$ cat config.mk
export PLATFORM = sky130hd
export DESIGN_NAME = batrider_pcm_arbiter
export DESIGN_NICKNAME = d
export VERILOG_FILES = /design/src/rtl/batrider_pcm_arbiter.sv
export SDC_FILE = /design/constraint.sdc
export NUM_CORES = 1
export LEC_CHECK = 0
export ABC_AREA = 1
export CORE_MARGIN = 2
export CORE_UTILIZATION = 25
export DETAILED_ROUTE_END_ITERATION = 8
export GPL_ROUTABILITY_DRIVEN = 0
export SETUP_SLACK_MARGIN = 0.1
export SLEW_MARGIN = 25
export SYNTH_ARGS = -nofsm -noshare
export SYNTH_HDL_FRONTEND = slang
export SYNTH_SLANG_ARGS = --single-unit
$ cat constraint.sdc
create_clock -name CLK96 -period 1.94 [get_ports CLK96]
set_input_delay 0.388 -clock CLK96 [delete_from_list [all_inputs] [get_ports CLK96]]
set_output_delay 0.388 -clock CLK96 [all_outputs]
set_load 0.01 [all_outputs]
$ cat src/rtl/batrider_pcm_arbiter.sv
// Two-channel PCM read arbiter in front of a single SDRAM read port.
// Each channel keeps a one-entry cache (tag/data/valid). A hit is answered
// combinationally. A miss is forwarded to the SDRAM port. When both channels
// miss at the same time, the arbiter alternates between them (round-robin).
//
// Ports:
//   CLK96, RESET96         clock and synchronous active-high reset
//   REQ0_CS/ADDR/OK/DOUT   OKI channel 0 request, address, data-valid, data
//   REQ1_CS/ADDR/OK/DOUT   OKI channel 1 request, address, data-valid, data
//   SD_CS/SD_ADDR          registered SDRAM read request and address
//   SD_OK/SD_DOUT          SDRAM data-valid and data
module batrider_pcm_arbiter #(
  parameter int unsigned AW = 21,
  parameter int unsigned DW = 8
) (
  input  logic          CLK96,
  input  logic          RESET96,
  input  logic          REQ0_CS,
  input  logic [AW-1:0] REQ0_ADDR,
  output logic          REQ0_OK,
  output logic [DW-1:0] REQ0_DOUT,
  input  logic          REQ1_CS,
  input  logic [AW-1:0] REQ1_ADDR,
  output logic          REQ1_OK,
  output logic [DW-1:0] REQ1_DOUT,
  output logic          SD_CS,
  output logic [AW-1:0] SD_ADDR,
  input  logic          SD_OK,
  input  logic [DW-1:0] SD_DOUT
);

  typedef enum logic [1:0] {StIdle, StWait0, StWait1} state_e;

  state_e        state_q, state_d;
  logic          first_q, first_d;      // first cycle of a wait: SD_OK may be stale
  logic          sd_cs_q, sd_cs_d;
  logic [AW-1:0] sd_addr_q, sd_addr_d;
  logic          last_q, last_d;        // channel served most recently
  logic [AW-1:0] tag0_q, tag1_q;
  logic [DW-1:0] data0_q, data1_q;
  logic          valid0_q, valid1_q;
  logic          cap0, cap1;
  logic          pend0, pend1;

  assign REQ0_OK   = REQ0_CS & valid0_q & (REQ0_ADDR == tag0_q);
  assign REQ1_OK   = REQ1_CS & valid1_q & (REQ1_ADDR == tag1_q);
  assign REQ0_DOUT = data0_q;
  assign REQ1_DOUT = data1_q;
  assign pend0     = REQ0_CS & ~REQ0_OK;
  assign pend1     = REQ1_CS & ~REQ1_OK;
  assign SD_CS     = sd_cs_q;
  assign SD_ADDR   = sd_addr_q;

  always_comb begin
    state_d   = state_q;
    first_d   = 1'b0;
    sd_cs_d   = sd_cs_q;
    sd_addr_d = sd_addr_q;
    last_d    = last_q;
    cap0      = 1'b0;
    cap1      = 1'b0;
    case (state_q)
      StIdle: begin
        sd_cs_d = 1'b0;
        // Channel 0 wins when alone, or on a tie if channel 1 was served last.
        if (pend0 && (!pend1 || last_q)) begin
          state_d   = StWait0;
          sd_cs_d   = 1'b1;
          sd_addr_d = REQ0_ADDR;
          first_d   = 1'b1;
        end else if (pend1) begin
          state_d   = StWait1;
          sd_cs_d   = 1'b1;
          sd_addr_d = REQ1_ADDR;
          first_d   = 1'b1;
        end
      end
      StWait0: begin
        if (!first_q && SD_OK) begin
          cap0    = 1'b1;
          last_d  = 1'b0;
          sd_cs_d = 1'b0;
          state_d = StIdle;
        end
      end
      StWait1: begin
        if (!first_q && SD_OK) begin
          cap1    = 1'b1;
          last_d  = 1'b1;
          sd_cs_d = 1'b0;
          state_d = StIdle;
        end
      end
      default: begin
        state_d = StIdle;
        sd_cs_d = 1'b0;
      end
    endcase
  end

  always_ff @(posedge CLK96) begin
    if (RESET96) begin
      state_q   <= StIdle;
      first_q   <= 1'b0;
      sd_cs_q   <= 1'b0;
      sd_addr_q <= '0;
      last_q    <= 1'b1;
      tag0_q    <= '0;
      tag1_q    <= '0;
      data0_q   <= '0;
      data1_q   <= '0;
      valid0_q  <= 1'b0;
      valid1_q  <= 1'b0;
    end else begin
      state_q   <= state_d;
      first_q   <= first_d;
      sd_cs_q   <= sd_cs_d;
      sd_addr_q <= sd_addr_d;
      last_q    <= last_d;
      // The stored tag is the address actually fetched, not the live request.
      if (cap0) begin
        tag0_q   <= sd_addr_q;
        data0_q  <= SD_DOUT;
        valid0_q <= 1'b1;
      end
      if (cap1) begin
        tag1_q   <= sd_addr_q;
        data1_q  <= SD_DOUT;
        valid1_q <= 1'b1;
      end
    end
  end

endmodule

==> flow_summary_export.csv <==
group,metric,value,unit
status,status,"finished, violations left",
status,failed_checks,"setup timing",
sta,hold_viol,0,
critical_path,setup.worst_path.start,"tag1_q[7]",
yosys,yosysTopAreaCell,"dfxtp_1",
pwr,peakVddDrop,0.0004595,V
sta,rsz0062_at_grt,"true",
pwr,power.density,713.6,nW/um^2
layout,fillers,1643,
global_routing,grt_max_degree,81,
pwr,power.share.clock,0.311,
layout,final_cell_mix,"nand2_1, buf_4, o21ai_0",
yosys,synthCells,657,
pwr,p_leak,3.233,nW
layout,layout_commonest_cell,"nand2_1",
critical_path,r2r_start,"tag1_q[7]",
layout,final_nets,922,
global_routing,grt_use_met3,0.04227,
layout,syn_to_final_growth,73.73,%
global_routing,grt_first_pass_wirelength,25.10,mm
sta,fin_ws,-0.1131,ns
floorplanning,start_util,0.2575,
placed_design,dp_hpwl,10.28,mm
global_routing,grt_overflow,0,
yosys,synthDominantCellAreaShare,0.4003,
clock_network,cts_tree,"done",
critical_path,cp-end-kind,"flip-flop",
floorplanning,ios,95,
worst_hold_path,hp-class,"reg2reg",
layout,drive_above_1_share,0.3682,
placed_design,dp_cells,1019,
floorplanning,core_area,16700,sq um
critical_path,max_stage_delay,0.35,ns
critical_path,rrSetupSlack,-0.11,ns
detailed_routing,vias_per_cell,4.556,
yosys,avgSynthCellArea,6.545,sq um
clock_network,htree_levels,3,
critical_path,path_cells,"inv_2, nand2_2, buf_6, nand2_1, nor2_1, nand2_1, nor2_1, nand3_2, buf_6, nand3_4, buf_12, buf_16, nand3_1, nand2_2, nor2_2, nor2_1",
global_routing,grt_busiest_layer,"met2",
sta,fin_hold_ws,0.4419,ns
detailed_routing,final_antenna_net_count,0,
layout,final_cell_area,7471,sq um
sta,fmax,0.4871,GHz
clock_network,clkTransAtPathRegs,0.07,ns
detailed_routing,wl_per_cell,15.24,microns
sta,relSlewSlack,0.7823,
yosys,synth_area_leaders,"dfxtp_1, nand2_1, o21ai_0, inv_1, a21oi_1",
sta,period_needed,2.053,ns
global_routing,met2_usage,0.2831,
pwr,power_frac_comb,0.302,
critical_path,crit_end,"SD_ADDR[14]",
clock_network,cts_buffers,9,
yosys,syn_area,4300,sq um
sta,setup_viol,23,
yosys,synth_fp_nets,715,
yosys,yosys_warnings,0,
sta,fin_crit_sh,1.058,
yosys,synth_seq_cells,86,
sta,skew,0.01347,ns
critical_path,critical_path_class,"reg2reg",
critical_path,r2r_end,"SD_ADDR[14]",
critical_path,r2r_cells,16,
critical_path,critPathSlowestCell,"dfxtp_2",
yosys,ys_seq_area_frac,0.4003,
critical_path,crit_path_max_fanout,5,
global_routing,grt_pass1_vias,4766,
floorplanning,num_rows,47,
critical_path,critPathRequiredTime,2.23,ns
critical_path,cp_common_cell,"nor2_1",
floorplanning,die_w,135.2,microns
detailed_routing,detail_route.wirelength,16.59,mm
clock_network,insertion_delay,0.36,ns
global_routing,track_usage,0.1802,
pwr,cell_internal_pwr,3.612,mW
floorplanning,dieArea,18270,sq um
floorplanning,die_h,135.2,microns
pwr,p_switching,1.719,mW
detailed_routing,drt_iter0_markers,287,
clock_network,cts_max_path_buffers,2,
run,maxCapViolations,0,
placed_design,portBuffers,94,
critical_path,startpoint_type,"flip-flop",
placed_design,placedInstanceArea,6026,sq um
critical_path,critPathArrivalTime,2.34,ns
pwr,power_frac_seq,0.387,
detailed_routing,drt_pass1_iterations,5,
sta,slew_viol_final,0,
layout,stdcell_count,1089,
yosys,synthDistinctLibCells,29,
global_routing,antenna_found_initial,2,
clock_network,clock-root-buffer,"clkbuf_16",
global_routing,grt_use_met1,0.2305,
sta,fin_tns_setup,-0.6338,ns
pwr,p_total,5.331,mW
clock_network,clkSinkCount,86,
pwr,swShare,0.3224,
detailed_routing,drc,0,
detailed_routing,via_count,4961,
sta,worstMarginPinSlew,0.3265,ns
layout,num_antenna_cells,0,
## flip-flops by register name (all words and copies together), names as in the netlist
name       count
SD_ADDR       21
tag0_q        21
tag1_q        21
REQ0_DOUT      8
REQ1_DOUT      8
state_q        2
SD_CS          1
first_q        1
last_q         1
valid0_q       1
valid1_q       1
## how the worst min path moves through the flow
stage	start	endpoint	slack, ns	depth (start not counted)
floorplan	valid0_q	valid0_q	0.42	2
global placement	REQ1_DOUT[2]	REQ1_DOUT[2]	0.43	2
detailed placement	REQ1_DOUT[2]	REQ1_DOUT[2]	0.44	2
CTS	REQ1_DOUT[2]	REQ1_DOUT[2]	0.45	2
global route	REQ1_DOUT[1]	REQ1_DOUT[1]	0.46	2
finish	REQ1_DOUT[0]	REQ1_DOUT[0]	0.44	2
## synth_stat cells, drive strengths merged
| master | n |
|---|---|
| dfxtp | 86 |
| clkbuf | 20 |
| nand2 | 140 |
| nor3 | 1 |
| a21oi | 64 |
| o2111ai | 3 |
| nand4 | 4 |
| buf | 10 |
| clkinv | 1 |
| xnor2 | 2 |
| o21ai | 91 |
| inv | 103 |
| ha | 3 |
| nor4 | 2 |
| o211ai | 1 |
| nor2 | 93 |
| nand3 | 33 |
## kinds of logic after synthesis
| logic type | count (synthesis) | synth area share |
|---|---|---|
| buf+inv | 134 | 0.1260 |
| compound gates | 159 | 0.1917 |
| xor+xnor | 2 | 0.004074 |
| simple gates | 273 | 0.2691 |
| flops | 86 | 0.4003 |
| fa+ha+maj | 3 | 0.008729 |
## worst max-delay path, delay by kind of cell, from the launching register on
family                 cells  cell delay [ns]
buffers and inverters      5             0.56
flip-flops                 1             0.35
AND/OR/NAND/NOR           11             1.07
## through the flow
stage	utilization	setup WS, ns
2_1_floorplan	-	0.3292
4_1_cts	0.4349	-0.1993
5_1_grt	0.4473	-0.1857
6_report	0.4473	-0.1131
3_3_place_gp	0.3608	-0.7356
3_5_place_dp	0.3608	-0.7715
## metal layers
layer	share of wire	up-vias
met1	0.44	2237
li1	-	2500
met5	0.0014	-
met4	0.033	4
met2	0.47	172
met3	0.059	48
## power groups by stage
| stage | sequential (mW) | clock, mW | combinational [mW] |
|---|---|---|---|
| 2_1_floorplan | 2.07 | 0 | 0.515 |
| 3_3_place_gp | 2.08 | 0 | 1.12 |
| 3_5_place_dp | 2.08 | 0 | 1.12 |
| 4_1_cts | 2.05 | 1.68 | 1.51 |
| 5_1_grt | 2.08 | 1.75 | 1.73 |
| 6_report | 2.06 | 1.66 | 1.61 |
## layout make-up
| class | count | area [sq um] | share of cell area |
|---|---|---|---|
| clock buffer | 9 | 225.2 | 0.03015 |
| timing repair buffer | 223 | 2251 | 0.3013 |
| clock inverter | 7 | 50.05 | 0.006699 |
| multi-input combinational | 437 | 2461 | 0.3294 |
| sequential | 86 | 1749 | 0.2341 |
| inverter | 104 | 410.4 | 0.05493 |
| tap | 220 | 275.3 | 0.03684 |
| timing repair inverter | 3 | 48.80 | 0.006532 |
## repair_timing
| item | CTS | global route |
|---|---|---|
| buffers inserted | 46 | 4 |
| setup endpoints to repair | 25 | 31 |
| pin swaps | 73 | 77 |
| hold endpoints to repair | 0 | 0 |
| resized for setup | 188 | 82 |
| hold buffers | 0 | 0 |
| gates cloned | 12 | 0 |
Power figures use the tool's default switching activity.
